`src/rtl/shift_fifo_pkg.sv`:
```
// Shared definitions for the shift-register FIFO family (writer and reader sides).
package shift_fifo_pkg;

    // Width of the dropped-push counter exposed on drop_cnt.
    localparam int DROP_CNT_W = 16;

    // Status bundle shared with the writer-side tests.
    typedef struct packed {
        logic full;
        logic empty;
        logic overflow;
    } fifo_status_t;

    // Bits needed to hold an occupancy value in 0..depth.
    function automatic int count_width(input int depth);
        return $clog2(depth + 1);
    endfunction

endpackage

```
`src/rtl/shift_fifo_reader_if.sv`:
```
// Push/pop bus of the shift FIFO reader. master = producer/consumer side, slave = FIFO.
interface shift_fifo_reader_if #(
    parameter int WIDTH = 16,
    parameter int DEPTH = 4
);
    import shift_fifo_pkg::*;

    localparam int CW = count_width(DEPTH);

    logic                  wen;
    logic [WIDTH-1:0]      din;
    logic                  full;
    logic                  rd_valid;
    logic                  rd_ready;
    logic [WIDTH-1:0]      rd_data;
    logic [CW-1:0]         count;
    logic                  overflow;
    logic [DROP_CNT_W-1:0] drop_cnt;

    modport master (
        output wen, din, rd_ready,
        input  full, rd_valid, rd_data, count, overflow, drop_cnt
    );

    modport slave (
        input  wen, din, rd_ready,
        output full, rd_valid, rd_data, count, overflow, drop_cnt
    );

endinterface

```
`src/rtl/shift_fifo_storage.sv`:
```
// Shift-in storage: slot 0 takes din and every slot i takes slot i-1 on shift_en.
// Slot contents carry no reset; validity is tracked by the occupancy count outside.
module shift_fifo_storage #(
    parameter int WIDTH = 16,
    parameter int DEPTH = 4
) (
    input  logic                   clk,
    input  logic                   shift_en,
    input  logic [WIDTH-1:0]       din,
    output logic [DEPTH*WIDTH-1:0] slots
);

    logic [DEPTH*WIDTH-1:0] slots_r;

    // Shift chain advances only on an accepted push.
    always_ff @(posedge clk) begin
        if (shift_en) begin
            slots_r <= {slots_r[(DEPTH-1)*WIDTH-1:0], din};
        end else begin
            slots_r <= slots_r;
        end
    end

    assign slots = slots_r;

endmodule

```
`src/rtl/shift_fifo_reader.sv`:
```
// Shift-register FIFO with occupancy tracking and a valid/ready pop port.
// Head of the queue is slot[count-1]; rd_data is a zero-latency mux of it.
// DEPTH legal range is 2..64.
// Optional feature macro: SHIFT_FIFO_READER_DROP_CNT_EN builds a saturating
// dropped-push counter on drop_cnt; otherwise drop_cnt is tied to zero.
module shift_fifo_reader
    import shift_fifo_pkg::*;
#(
    parameter int WIDTH = 16,
    parameter int DEPTH = 4
) (
    input  logic               clk,
    input  logic               rst_n,
    shift_fifo_reader_if.slave bus
);

    localparam int CW = count_width(DEPTH);
    localparam int IW = $clog2(DEPTH);

    logic [CW-1:0]          count_r;
    logic [CW-1:0]          count_nxt_s;
    logic                   full_r;
    logic                   valid_r;
    logic                   overflow_r;
    logic                   pop_s;
    logic                   push_ok_s;
    logic                   drop_s;
    logic [IW-1:0]          head_idx_s;
    logic [DEPTH*WIDTH-1:0] slots_s;
    logic [WIDTH-1:0]       slot_arr_s [DEPTH];

    // Handshake decode: full/valid come from registers only, so a pop
    // frees a slot for a push in the same cycle without a comb loop.
    assign pop_s     = valid_r & bus.rd_ready;
    assign push_ok_s = bus.wen & (~full_r | pop_s);
    assign drop_s    = bus.wen & full_r & ~pop_s;

    shift_fifo_storage #(
        .WIDTH (WIDTH),
        .DEPTH (DEPTH)
    ) u_storage (
        .clk      (clk),
        .shift_en (push_ok_s),
        .din      (bus.din),
        .slots    (slots_s)
    );

    for (genvar g = 0; g < DEPTH; g++) begin : g_unpack
        assign slot_arr_s[g] = slots_s[g*WIDTH +: WIDTH];
    end

    // Head index: slot[count-1]; parked at slot 0 when empty (rd_data is don't-care then).
    always_comb begin
        head_idx_s = '0;
        if (count_r != {CW{1'b0}}) begin
            head_idx_s = IW'(count_r - CW'(1));
        end else begin
            head_idx_s = '0;
        end
    end

    assign bus.rd_data = slot_arr_s[head_idx_s];

    // Next occupancy: a simultaneous push and pop leaves the count unchanged.
    always_comb begin
        count_nxt_s = count_r;
        case ({push_ok_s, pop_s})
            2'b10:   count_nxt_s = count_r + CW'(1);
            2'b01:   count_nxt_s = count_r - CW'(1);
            default: count_nxt_s = count_r;
        endcase
    end

    // Occupancy register with full/valid flags registered alongside it.
    always_ff @(posedge clk or negedge rst_n) begin
        if (!rst_n) begin
            count_r <= '0;
            full_r  <= 1'b0;
            valid_r <= 1'b0;
        end else begin
            count_r <= count_nxt_s;
            full_r  <= (count_nxt_s == CW'(DEPTH));
            valid_r <= (count_nxt_s != {CW{1'b0}});
        end
    end

    // Sticky overflow: set by the first dropped push, cleared only by reset.
    always_ff @(posedge clk or negedge rst_n) begin
        if (!rst_n) begin
            overflow_r <= 1'b0;
        end else if (drop_s) begin
            overflow_r <= 1'b1;
        end else begin
            overflow_r <= overflow_r;
        end
    end

    assign bus.count    = count_r;
    assign bus.full     = full_r;
    assign bus.rd_valid = valid_r;
    assign bus.overflow = overflow_r;

`ifdef SHIFT_FIFO_READER_DROP_CNT_EN
    logic [DROP_CNT_W-1:0] drop_cnt_r;

    // Dropped-push counter, saturating at all-ones.
    always_ff @(posedge clk or negedge rst_n) begin
        if (!rst_n) begin
            drop_cnt_r <= '0;
        end else if (drop_s && (drop_cnt_r != {DROP_CNT_W{1'b1}})) begin
            drop_cnt_r <= drop_cnt_r + DROP_CNT_W'(1);
        end else begin
            drop_cnt_r <= drop_cnt_r;
        end
    end

    assign bus.drop_cnt = drop_cnt_r;
`else
    assign bus.drop_cnt = '0;
`endif

endmodule
```
`src/flat_wrapper.sv`:
```
// flat-port wrapper written by rule: the top's interface ports become plain ports
module shift_fifo_reader_flat import shift_fifo_pkg::*;
#(
    parameter int WIDTH = 16,
    parameter int DEPTH = 4
)
  (clk, rst_n, bus_wen, bus_din, bus_rd_ready, bus_full, bus_rd_valid, bus_rd_data, bus_count, bus_overflow, bus_drop_cnt);
  shift_fifo_reader_if #(.WIDTH(WIDTH), .DEPTH(DEPTH)) bus_i ();
  input  logic clk;
  input  logic rst_n;
  input wire logic [$bits(bus_i.wen)-1:0] bus_wen;
  input wire logic [$bits(bus_i.din)-1:0] bus_din;
  input wire logic [$bits(bus_i.rd_ready)-1:0] bus_rd_ready;
  output wire logic [$bits(bus_i.full)-1:0] bus_full;
  output wire logic [$bits(bus_i.rd_valid)-1:0] bus_rd_valid;
  output wire logic [$bits(bus_i.rd_data)-1:0] bus_rd_data;
  output wire logic [$bits(bus_i.count)-1:0] bus_count;
  output wire logic [$bits(bus_i.overflow)-1:0] bus_overflow;
  output wire logic [$bits(bus_i.drop_cnt)-1:0] bus_drop_cnt;
  assign bus_i.wen = bus_wen;
  assign bus_i.din = bus_din;
  assign bus_i.rd_ready = bus_rd_ready;
  assign bus_full = bus_i.full;
  assign bus_rd_valid = bus_i.rd_valid;
  assign bus_rd_data = bus_i.rd_data;
  assign bus_count = bus_i.count;
  assign bus_overflow = bus_i.overflow;
  assign bus_drop_cnt = bus_i.drop_cnt;
  shift_fifo_reader #(.WIDTH(WIDTH), .DEPTH(DEPTH)) u_core (.clk(clk), .rst_n(rst_n), .bus(bus_i));
endmodule
```
`config.mk`:
```
export PLATFORM = sky130hd
export DESIGN_NAME = shift_fifo_reader_flat
export DESIGN_NICKNAME = d
export VERILOG_FILES = /design/src/rtl/shift_fifo_pkg.sv /design/src/rtl/shift_fifo_reader_if.sv /design/src/rtl/shift_fifo_storage.sv /design/src/rtl/shift_fifo_reader.sv /design/src/flat_wrapper.sv
export SDC_FILE = /design/constraint.sdc
export NUM_CORES = 1
export LEC_CHECK = 0
export ABC_AREA = 1
export BUFFER_PORTS_ARGS = -buffer_cell sky130_fd_sc_hd__clkbuf_2
export CAP_MARGIN = 10
export CORE_MARGIN = 3
export CORE_UTILIZATION = 55
export DETAILED_ROUTE_END_ITERATION = 8
export GPL_ROUTABILITY_DRIVEN = 0
export PLACE_DENSITY = 0.89
export SYNTH_ARGS = -nofsm -noshare
export SYNTH_HDL_FRONTEND = slang
export SYNTH_SLANG_ARGS = --single-unit
```
`constraint.sdc`:
```
create_clock -name clk -period 3.3 [get_ports clk]
set_clock_uncertainty 0.1 [all_clocks]
set_input_delay 0.495 -clock clk [delete_from_list [all_inputs] [get_ports clk]]
set_output_delay 0.495 -clock clk [all_outputs]
set_load 0.02 [all_outputs]
```
== After elaboration in Yosys (flattened, before gate mapping) ==
Cells that the tools add are included.
Storage, ports and cells
  input port bits: 20
  register bits after elaboration: 70
  output and inout bits: 38
  logic and storage cells: 26
Cells by class
  bitwise gates (word level): 8
  multiplexer cells: 5
  add/sub/neg operators: 2
  $lt $le $gt $ge: 1
  reductions and logical operators: 2
  equal/unequal tests: 3
Operators by type and width (count)
  binary-select mux 16 bit (select 2 bit): 1
  2-to-1 mux 16 bit: 2
  one-hot mux 3 bit (2 select lines): 1
  nonzero test 3 bit: 2
  AND 1 bit: 4
  adder 3 x 1 -> 3 bit, second input constant: 1
  == test 3 bit, second input constant: 1
  >= comparator 3 bit, second input constant: 1
  inverter 2 -> 3 bit: 1
  subtractor 3 x 1 -> 3 bit, second input constant: 1
  == test 2 x 1 -> 1 bit, second input constant: 1
  == test 2 bit, second input constant: 1
  2-to-1 mux 2 bit: 1
  inverter 1 bit: 2
  OR 1 bit: 1

== Longest topological paths before layout ==
Gate-level depths: netlist of the first run.
  depth in word-level cells: 6
  depth in mapped cells: 12
  depth with buffers taken out: 12

== Hierarchy ==
From an unflattened synthesis of the first run, not the netlist that was laid out.
Second synthesis, totals
  cell total of the unflattened synthesis: 293
  area, all modules: 3298.2 um^2
By module, submodules not included
  shift_fifo_storage: area each 1921.8 um^2, instances 1, seq. area each 1921.8 um^2, cells an instance 64
  shift_fifo_reader: area each 1376.3 um^2, instances 1, seq. area each 150.1 um^2, cells an instance 229

== Worst setup path after synthesis of the first run ==
Ideal clock, no wire load.
  path type: input -> register
  start: in bus_rd_ready
  end: reg u_core.full_r (netlist: u_core.bus.full)
  path buffers: 0
  slack: 0.393 ns
  arrival time: 2.690 ns
  library setup time: 0.118 ns
  data required time: 3.082 ns
  cell stages on the path: 12
  path through: nand2_1 -> nand2_1 -> nand2_1 -> inv_1 -> ha_1 -> inv_1 -> nand2_1 -> nand2_1 -> nand2_1 -> inv_1 -> nand2_1 -> nor2_1
On the way
  cells in the longest elaborated chain, start to end: 6
  elaborated cells between the ends (all ways): 7
  those cells by class: 3 x eq/ne; 1 x mux; 3 x bitwise
Ends and longest elaborated chain
  start: declaration: line flat_wrapper.sv:13  | input wire logic [$bits(bus_i.rd_ready)-1:0] bus_rd_ready;
  AND 1 bit (*): line shift_fifo_reader.sv:34  | assign pop_s = valid_r & bus.rd_ready;
  OR 1 bit (*): line shift_fifo_reader.sv:35  | assign push_ok_s = bus.wen & (~full_r | pop_s);
  AND 1 bit (*): line shift_fifo_reader.sv:35
  named net u_core.push_ok_s: line shift_fifo_reader.sv:26  | logic push_ok_s;
  == test 2 x 1 -> 1 bit or == test 2 bit (tied branches): line shift_fifo_reader.sv:67  | case ({push_ok_s, pop_s})
  one-hot mux 3 bit (2 select lines) (*): line shift_fifo_reader.sv:67
  named net u_core.count_nxt_s[0]: line shift_fifo_reader.sv:21  | logic [CW-1:0] count_nxt_s;
  == test 3 bit (*): line shift_fifo_reader.sv:82  | full_r <= (count_nxt_s == CW'(DEPTH));
  end signal: assignment: line shift_fifo_reader.sv:82
  end: declaration: line shift_fifo_reader.sv:22  | logic full_r;
Mark *: on every way through the listed nets, which the timed path passes. The rest lies on a longest branch.
A chain may end at the register's enable or synchronous reset.

== Worst setup path after layout of the first run ==
  start: reg u_core.count_r[0] (netlist: u_core.bus.count[0])
  end: out bus_rd_data[3]
On the way
  cells in the longest elaborated chain, start to end: 6
  elaborated cells between the ends (all ways): 7
  those cells by class: 1 x add/sub; 4 x mux; 1 x bitwise; 1 x reduce/logical
Ends and longest elaborated chain
  start: declaration: line shift_fifo_reader.sv:20  | logic [CW-1:0] count_r;
  start signal: assignment: line shift_fifo_reader.sv:81  | count_r <= count_nxt_s;
  subtractor 3 x 1 -> 3 bit or nonzero test 3 bit (tied branches): line shift_fifo_reader.sv:56, shift_fifo_reader.sv:55
  2-to-1 mux 2 bit (*): line shift_fifo_reader.sv:55  | if (count_r != {CW{1'b0}}) begin
  inverter 2 -> 3 bit (not written as such) (*): line shift_fifo_reader.sv:62  | assign bus.rd_data = slot_arr_s[head_idx_s];
  binary-select mux 16 bit (select 2 bit) (*): line shift_fifo_reader.sv:62
  2-to-1 mux 16 bit (not written as such) (*) (2 in a row): line shift_fifo_reader.sv:62
  end: declaration: line flat_wrapper.sv:16  | output wire logic [$bits(bus_i.rd_data)-1:0] bus_rd_data;
Mark *: on every way between the ends. The rest lies on a longest branch, timed or not. The select of a mux whose other input is x is not followed.

==> metrics.txt, run 1 <==
reg2reg start=u_core.bus.count[0]; final worst-path cycle share=90.54%; commonest non-fill, non-tap cells in the layout=nand2_1, edfxtp_1, inv_1; Crit Path Category=flip-flop to primary output; clock slew at reported path FFs=approximately 90 ps; CTS max path bufs=2; Synth Register Bits=70; Rows=27; Static Leak=0.001688 µW; Mapped Avg Cell Area=11.21 µm²; R2R Setup Slk=approximately 1600 ps; final hold vios=0; Core Region=around 5600 µm²; 1st-pass router iterations=4; Post-DP Area=3465 µm²; Syn-to-layout area delta=12.76%; Seq/Total Area, Yosys=between 60% and 70%; diodes inserted=0; min-delay src=bus_din[4]; layout cell share with drive strength beyond 1=between 20% and 30%; Num CTS Buffers=9; Main synth FF type=edfxtp_1; DIE AREA=6937 µm²; worst reg2reg path depth=9; initial antenna violation count=0; Worst EP required=around 2700 ps; TNS Setup=0 ps; WHS Path Cells=1; TritonCTS clock tree=built; met3 wire length=355 µm; final instance area=approximately 3700 µm²; Post-synth EDFFs=64; max_slew headroom=59.95%; first-pass GRT wire length=roughly 9.9 mm; Total Wirelength=6.016 mm; Layout Cells excl Fill=414; status=finished clean; P per Cell Area=~1000 nW/µm²; Worst Hold Path EP=u_core.u_storage.slots[4]; Crit Reg-Reg Endpoint=u_core.bus.full; # DRC=0; dpl hpwl=about 3.7 mm; via count=2,113; Die Y=83.29 µm; fin nets=362; CP startpoint kind=flip-flop; unrepaired setup endpoints after global routing=false; CTS Sinks=70; Initial Util=between 50% and 60%; final worst path period need=around 3000 ps; Die W=around 83 µm; total setup buffers inserted after CTS=0; Mapped Cells=between 200 and 300; post-CTS sizing=0; asr flop ratio synth=~8.6%; Avg Vias per Cell=between 5 and 6; Netlist cell types=19; port buffer count=between 40 and 50; CP endpoint kind=primary output; drt first-iter violations=~130; VDD IR-drop max=between 0.5 and 0.6 mV; placed instance count=a little under 400; max cap viols=0; vias in the first global route=between 2,000 and 2,500; Ports=between 50 and 60; Clock Latency Late Sink=340 ps; mapped cell area=around 3300 µm²; commonest non-fill, non-tap cell in the layout=nand2_1; top layer in use=met4; grt ovf=0; Pins Over Slew Limit=0; worst hold path class=input port to flip-flop; # hold bufs at CTS=1; largest net degree at the start of global routing=35; H-tree levels=3; Met2 Routed Length=3.023 mm; count of warnings emitted by yosys=0; worst-margin pin slew=about 600 ps; CP arrival=about 2400 ps; number of antenna-violating nets in the routed design=0; Wirelength per Cell=between 10 and 15 µm; CTS root buf=clkbuf_8; Total Routing Usage GR=~18%; Fmax=approximately 330 MHz; Final Setup Violations=0; DRT met1 WL=about 2.5 mm; Critical Path Fanout Max=34
## cells by family after synthesis
kind of cell,after synthesis,synth area share (%)
flops,70,63.06
fa+ha+maj,5,1.904
compound gates,2,0.4188
buf+inv,74,11.39
other cells,1,0.1141
simple gates,141,23.12
## synth_stat cells, types with 2 or more instances
cell type | instances | area [µm²]
nand3_2 | 10 | 100.1
nand2_4 | 2 | 22.52
ha_1 | 5 | 62.56
nor2_1 | 3 | 11.26
inv_1 | 44 | 165.2
nand3b_1 | 32 | 240.2
buf_4 | 20 | 150.1
nand2_1 | 69 | 259.0
dfrtp_1 | 6 | 150.1
buf_2 | 6 | 30.03
inv_2 | 2 | 7.510
nand3_1 | 24 | 120.1
edfxtp_1 | 64 | 1922
## critical path, stage by stage (launching register included)
cell and delay, ps:
dfrtp_1 430, inv_2 60, ha_1 220, nand2_4 320, nand2_2 460, nand2_1 190, nand3_1 90, nand2_1 100
clkbuf_2 170
## where the power goes
group,switching [µW],internal (µW)
Sequential,64.3,1130
Clock,352,437
Combinational,1310,566
Total,1730,2130
## worst max-delay path by stage
stage,endpoint,start,cells past startpoint
after global routing,bus_rd_data[6],u_core.bus.count[0],8
final,bus_rd_data[3],u_core.bus.count[0],8
after detailed placement,bus_rd_data[12],u_core.bus.count[0],8
after global placement,bus_rd_data[6],u_core.bus.count[0],8
after CTS,bus_rd_data[12],u_core.bus.count[0],8
after floorplan,u_core.bus.full,bus_rd_ready,12
## sequential cells by signal, summed over array words and instances (netlist names)
signal and flops:
u_core.bus.rd_valid 1, u_core.bus.count 3, u_core.u_storage.slots 64, u_core.bus.full 1
u_core.bus.overflow 1
## routing by layer
metal,track usage (%),vias to the layer above
met2,28.72,75
met3,4.067,16
met4,11.14,0
met1,22.34,1002
met5,0,-
li1,-,1020
## stage by stage
stage | utilization (%) | total power [µW] | setup WS [ps] | hold WS (ps)
finish | 65.67 | 3865 | 312.3 | 216.7
global route | 65.67 | 4132 | 122.4 | 199.5
CTS | 65.67 | 3895 | 307.7 | 201.8
detailed placement | 61.41 | 3095 | 693.2 | 229.5
global placement | 61.41 | 3028 | 797.9 | 222.7
floorplan | - | 2652 | 392.7 | 99.41
## layout make-up
cell class	instances	area (µm²)
multi-input cells	164	895.9
clock inverters	7	106.4
repair buffers	45	237.7
fillers	409	1937
well taps	72	90.09
clock buffers	9	123.9
inverters	47	178.9
flip-flops and latches	70	2072
Note: power is estimated with default switching activity, not from simulation.
==> run 2: changes to the inputs <==
Settings changed: GPL_TIMING_DRIVEN set to 0.
==> run 2 against run 1 <==
Compared with the run above: utilization rose by 2.1 points; sequential power about the same; hold slack better by 18 ps; sequential cell count is the same; cell count is 6.0% higher; worst setup slack better by 75 ps; largest cell class unchanged; first-iteration DRC count rose by 77%; total power decreased by 2.6%; combinational power up 7%.
==> metrics.txt, run 2 (synthesized netlist as in run 1, its figures left out) <==
Clock Latency Late Sink=330 ps (was 340 ps); CP startpoint kind=flip-flop (unchanged); P per Cell Area=985.0 nW/µm² (was 1043 nW/µm²); drt first-iter violations=226 (was 128); Ports=58 (unchanged); DIE AREA=6937 µm² (unchanged); Num CTS Buffers=9 (unchanged); Rows=27 (unchanged); clock slew at reported path FFs=70 ps (was 90 ps); pre-CTS setup slack=710.8 ps (was 693.2 ps); Worst EP required=2700 ps (about the same); CP max stage cell=dfrtp_1 (was nand2_2); diodes inserted=0 (unchanged); total setup buffers inserted after CTS=0 (unchanged); combinational fraction of design power=53.6% (was 48.6%); CP endpoint kind=primary output (unchanged); TNS Setup=0 ps (unchanged); Sw Ratio=44.89% (was 44.78%); max reg flops=64 (unchanged); Slowest Stage Delay on Critical Path=430 ps (was 460 ps); 1st-pass router iterations=5 (was 4); Wirelength per Cell=13.05 µm (was 14.53 µm); final instance area=3824 µm² (was 3705 µm²); Fmax=343.3 MHz (was 334.7 MHz); Core Region=5642 µm² (unchanged); commonest non-fill, non-tap cells in the layout=nand2_1, edfxtp_1, inv_1 (unchanged); H-tree levels=3 (unchanged); fin nets=387 (was 362); initial antenna violation count=0 (unchanged); VDD IR-drop max=0.7194 mV (was 0.5527 mV); Total Wirelength=5.731 mm (was 6.016 mm); via count=2,102 (was 2,113); Critical Path Fanout Max=11 (was 34); fin util=67.78% (was 65.67%); unrepaired setup endpoints after global routing=false (unchanged); Die Y=83.29 µm (unchanged); CTS root buf=clkbuf_8 (unchanged); Crit Path Category=flip-flop to primary output (unchanged); number of antenna-violating nets in the routed design=0 (unchanged); CP bufs+invs=6 (was 2); # DRC=0 (unchanged); port buffer count=41 (unchanged); TritonCTS clock tree=built (unchanged); Static Leak=0.001785 µW (was 0.001688 µW); delay-heaviest family, CP=buffers and inverters (was simple AND/OR/NAND/NOR gates); Syn-to-layout area delta=16.37% (was 12.76%); Die W=83.29 µm (unchanged); switching pwr=1691 µW (was 1731 µW); register share of total power=31.7% (was 30.9%); grt ovf=0 (unchanged); Setup WS post-layout=387.2 ps (was 312.3 ps); internal power=2075 µW (was 2135 µW); Total Routing Usage GR=18.37% (was 18.05%); commonest non-fill, non-tap cell in the layout=nand2_1 (unchanged); worst-path cell chain=inv_2 -> buf_2 -> ha_1 -> inv_1 -> nand2_4 -> inv_4 -> buf_8 -> nand3_2 -> nand2_1 -> clkbuf_2 (was inv_2 -> ha_1 -> nand2_4 -> nand2_2 -> nand2_1 -> nand3_1 -> nand2_1 -> clkbuf_2); status=finished clean (unchanged); final worst path period need=2913 ps (was 2988 ps); CP arrival=2320 ps (was 2390 ps); Post-DP Area=3657 µm² (was 3465 µm²); Pins Over Slew Limit=0 (unchanged); final worst-path cycle share=88.27% (was 90.54%); post-CTS sizing=0 (unchanged); largest net degree at the start of global routing=46 (was 35); Initial Util=58.24% (unchanged); Avg Vias per Cell=4.788 (was 5.104); final hold vios=0 (unchanged); max cap viols=0 (unchanged); # hold bufs at CTS=1 (unchanged); vias in the first global route=2,120 (was 2,107); CTS max path bufs=2 (unchanged); Clk pwr share=14.7% (was 20.4%); dpl hpwl=4.091 mm (was 3.748 mm); first-pass GRT wire length=9.998 mm (was 9.887 mm); Final Setup Violations=0 (unchanged); worst hold path class=input port to flip-flop (unchanged); CTS Sinks=70 (unchanged); layout cell share with drive strength beyond 1=26.98% (was 22.81%)
-- run 2: final cells by class --
cell class                      count  area (µm²)
Tap cell                           72       90.09
Inverter                           47       178.9
Clock inverter                      6       28.78
Clock buffer                       10       127.6
Multi-Input combinational cell    164       895.9
Buffer                             27       195.2
Fill cell                         422        1818
Timing Repair Buffer               43       235.2
Sequential cell                    70        2072
-- run 2: worst paths after layout --
kind	start	endpoint	slack, ps	cells past startpoint
hold / removal	bus_din[1]	u_core.u_storage.slots[1]	240	1
max in group asynchronous	rst_n	u_core.bus.count[1]	2530	2
min in group asynchronous	rst_n	u_core.bus.rd_valid	410	2
setup reg to reg	u_core.bus.rd_valid	u_core.bus.full	1060	12
setup / recovery	u_core.bus.count[0]	bus_rd_data[0]	390	10
hold reg to reg	u_core.u_storage.slots[44]	u_core.u_storage.slots[60]	340	0
-- run 2: stage by stage --
stage / power (µW) / instances / hold slack [ps]
after global placement: 3181 / 421 / 218.9
after CTS: 3803 / 439 / 213.2
after floorplan: 2652 / 308 / 99.41
after detailed placement: 3247 / 422 / 228.7
after global routing: 4074 / 439 / 203.4
final: 3766 / 439 / 235.2
-- run 2: routing by layer --
layer	vias up	track usage (%)	share of wire, %
met5	-	0	0
met4	0	5.646	0.47
met3	4	5.655	6.8
met2	65	29.88	51
met1	960	23.69	42
li1	1073	-	-
-- run 2: power groups by stage --
stage	clock [µW]	combinational (µW)	sequential [µW]
2_1_floorplan	0	1420	1240
3_3_place_gp	0	1970	1210
3_5_place_dp	0	2030	1210
4_1_cts	568	2040	1190
5_1_grt	623	2240	1210
6_report	553	2020	1190
==> run 3: changes to the inputs <==
Settings changed: MAX_ROUTING_LAYER set to met4.
==> run 3 against run 2 <==
Compared with the run above: via count decreased by 0.14%; utilization unchanged; sequential cell count unchanged; hold slack about the same; critical endpoint unchanged; wire length decreased by 0.52%; combinational power about the same; final area unchanged; register-to-register slack about the same.
==> metrics.txt, run 3 (synthesized netlist as in run 1, its figures left out) <==
Ports=58 (unchanged); vias in the first global route=2,124 (was 2,120); CTS max path bufs=2 (unchanged); unrepaired setup endpoints after global routing=false (unchanged); final instance area=3824 µm² (unchanged); Num CTS Buffers=9 (unchanged); combinational fraction of design power=53.7% (was 53.6%); via count=2,099 (was 2,102); FILL cells=422 (unchanged); Worst EP required=2700 ps (about the same); Initial Util=58.24% (unchanged); final worst path period need=2921 ps (was 2913 ps); total power=3765 µW (was 3766 µW); H-tree levels=3 (unchanged); grt ovf=0 (unchanged); CTS Sinks=70 (unchanged); Clk pwr share=14.6% (was 14.7%); Wirelength per Cell=12.99 µm (was 13.05 µm); worst hold path class=input port to flip-flop (unchanged); CP endpoint kind=primary output (unchanged); Avg Vias per Cell=4.781 (was 4.788); Syn-to-layout area delta=16.37% (unchanged); first-pass GRT wire length=9.998 mm (unchanged); Core Region=5642 µm² (unchanged); max reg flops=64 (unchanged); Sw Ratio=44.89% (about the same); VDD IR-drop max=0.7197 mV (was 0.7194 mV); largest net degree at the start of global routing=46 (unchanged); final hold vios=0 (unchanged); DIE AREA=6937 µm² (unchanged); Fmax=342.3 MHz (was 343.3 MHz); TritonCTS clock tree=built (unchanged); commonest non-fill, non-tap cells in the layout=nand2_1, edfxtp_1, inv_1 (unchanged); CP startpoint kind=flip-flop (unchanged); CP arrival=2330 ps (was 2320 ps); initial antenna violation count=0 (unchanged); clock slew at reported path FFs=70 ps (about the same); status=finished clean (unchanged); Rows=27 (unchanged); Crit Path Category=flip-flop to primary output (unchanged); FF+latch area=2072 µm² (unchanged); Final Setup Violations=0 (unchanged); Pins Over Slew Limit=0 (unchanged); Critical Path Fanout Max=11 (unchanged); switching pwr=1690 µW (was 1691 µW); Static Leak=0.001785 µW (unchanged); max cap viols=0 (unchanged); Die Y=83.29 µm (unchanged); internal power=2075 µW (about the same); drt first-iter violations=204 (was 226); Post-DP Area=3657 µm² (unchanged); Total Wirelength=5.701 mm (was 5.731 mm); port buffer count=41 (unchanged); Clock Latency Late Sink=330 ps (about the same); final worst-path cycle share=88.52% (was 88.27%); 1st-pass router iterations=4 (was 5); commonest non-fill, non-tap cell in the layout=nand2_1 (unchanged); register share of total power=31.7% (about the same); number of antenna-violating nets in the routed design=0 (unchanged); Layout Cells excl Fill=439 (unchanged); P per Cell Area=984.7 nW/µm² (was 985.0 nW/µm²); # DRC=0 (unchanged); fin util=67.78% (unchanged); placed instance count=422 (unchanged); area of the multi-input gates=895.9 µm² (unchanged); Total Routing Usage GR=18.88% (was 18.37%); dpl hpwl=4.091 mm (unchanged); Die W=83.29 µm (unchanged); CTS root buf=clkbuf_8 (unchanged); diodes inserted=0 (unchanged); layout cell share with drive strength beyond 1=26.98% (unchanged); fin nets=387 (unchanged)
-- run 3: cell counts in the layout (fill, tap and decap cells not counted) --
No cell type changed its count.
-- run 3: area by class of cell --
class                      instances  share of cell area (%)
buffer                            27                   5.105
clock buffer                      10                   3.338
clock inverter                     6                  0.7526
inverter                          47                   4.679
multi-input combinational        164                   23.43
sequential                        70                   54.19
tap                               72                   2.356
timing repair buffer              43                   6.152
-- run 3: final timing paths --
kind / cells past startpoint / to / startpoint / slack [ps]
worst max-delay path: 10 / bus_rd_data[0] / u_core.bus.count[0] / 380
worst min-delay path: 1 / u_core.u_storage.slots[1] / bus_din[1] / 240
worst max register to register: 12 / u_core.bus.full / u_core.bus.rd_valid / 1070
worst min register to register: 0 / u_core.u_storage.slots[44] / u_core.u_storage.slots[28] / 340
max in group asynchronous: 2 / u_core.bus.count[1] / rst_n / 2530
min in group asynchronous: 2 / u_core.bus.rd_valid / rst_n / 410
-- run 3: metal layers --
metal	share of wire, %	wire length (µm)	global-route usage (%)
met1	42	2394	23.55
met2	52	2937	29.96
met3	6.0	342	4.464
met4	0.46	26	7.429
met5	0	0	-
-- run 3: what timing repair did --
action / CTS / global route
hold endpoints to repair: 6 / 0
hold buffers: 1 / 0
gates resized for setup: 0 / 0
setup buffers: 0 / 0
-- run 3: power by group through the flow --
stage | Combinational [µW] | Sequential (µW) | Clock, µW
2_1_floorplan | 1420 | 1240 | 0
3_3_place_gp | 1970 | 1210 | 0
3_5_place_dp | 2030 | 1210 | 0
4_1_cts | 2040 | 1190 | 568
5_1_grt | 2240 | 1210 | 619
6_report | 2020 | 1190 | 550
-- run 3: metrics by stage --
step / hold WS (ps) / setup slack [ps] / TNS (ps)
finish: 235.2 / 378.9 / 0
detailed placement: 228.7 / 710.8 / 0
global placement: 218.9 / -278.6 / -965.5
floorplan: 99.41 / 392.7 / 0
CTS: 213.2 / 332.3 / 0
global route: 206.6 / 193.6 / 0
-- run 3: critical path, stage by stage (launching register included) --
cell,delay [ps]
dfrtp_1,430
inv_2,150
buf_2,270
ha_1,280
inv_1,120
nand2_4,110
inv_4,110
buf_8,160
nand3_2,90
nand2_1,90
clkbuf_2,170
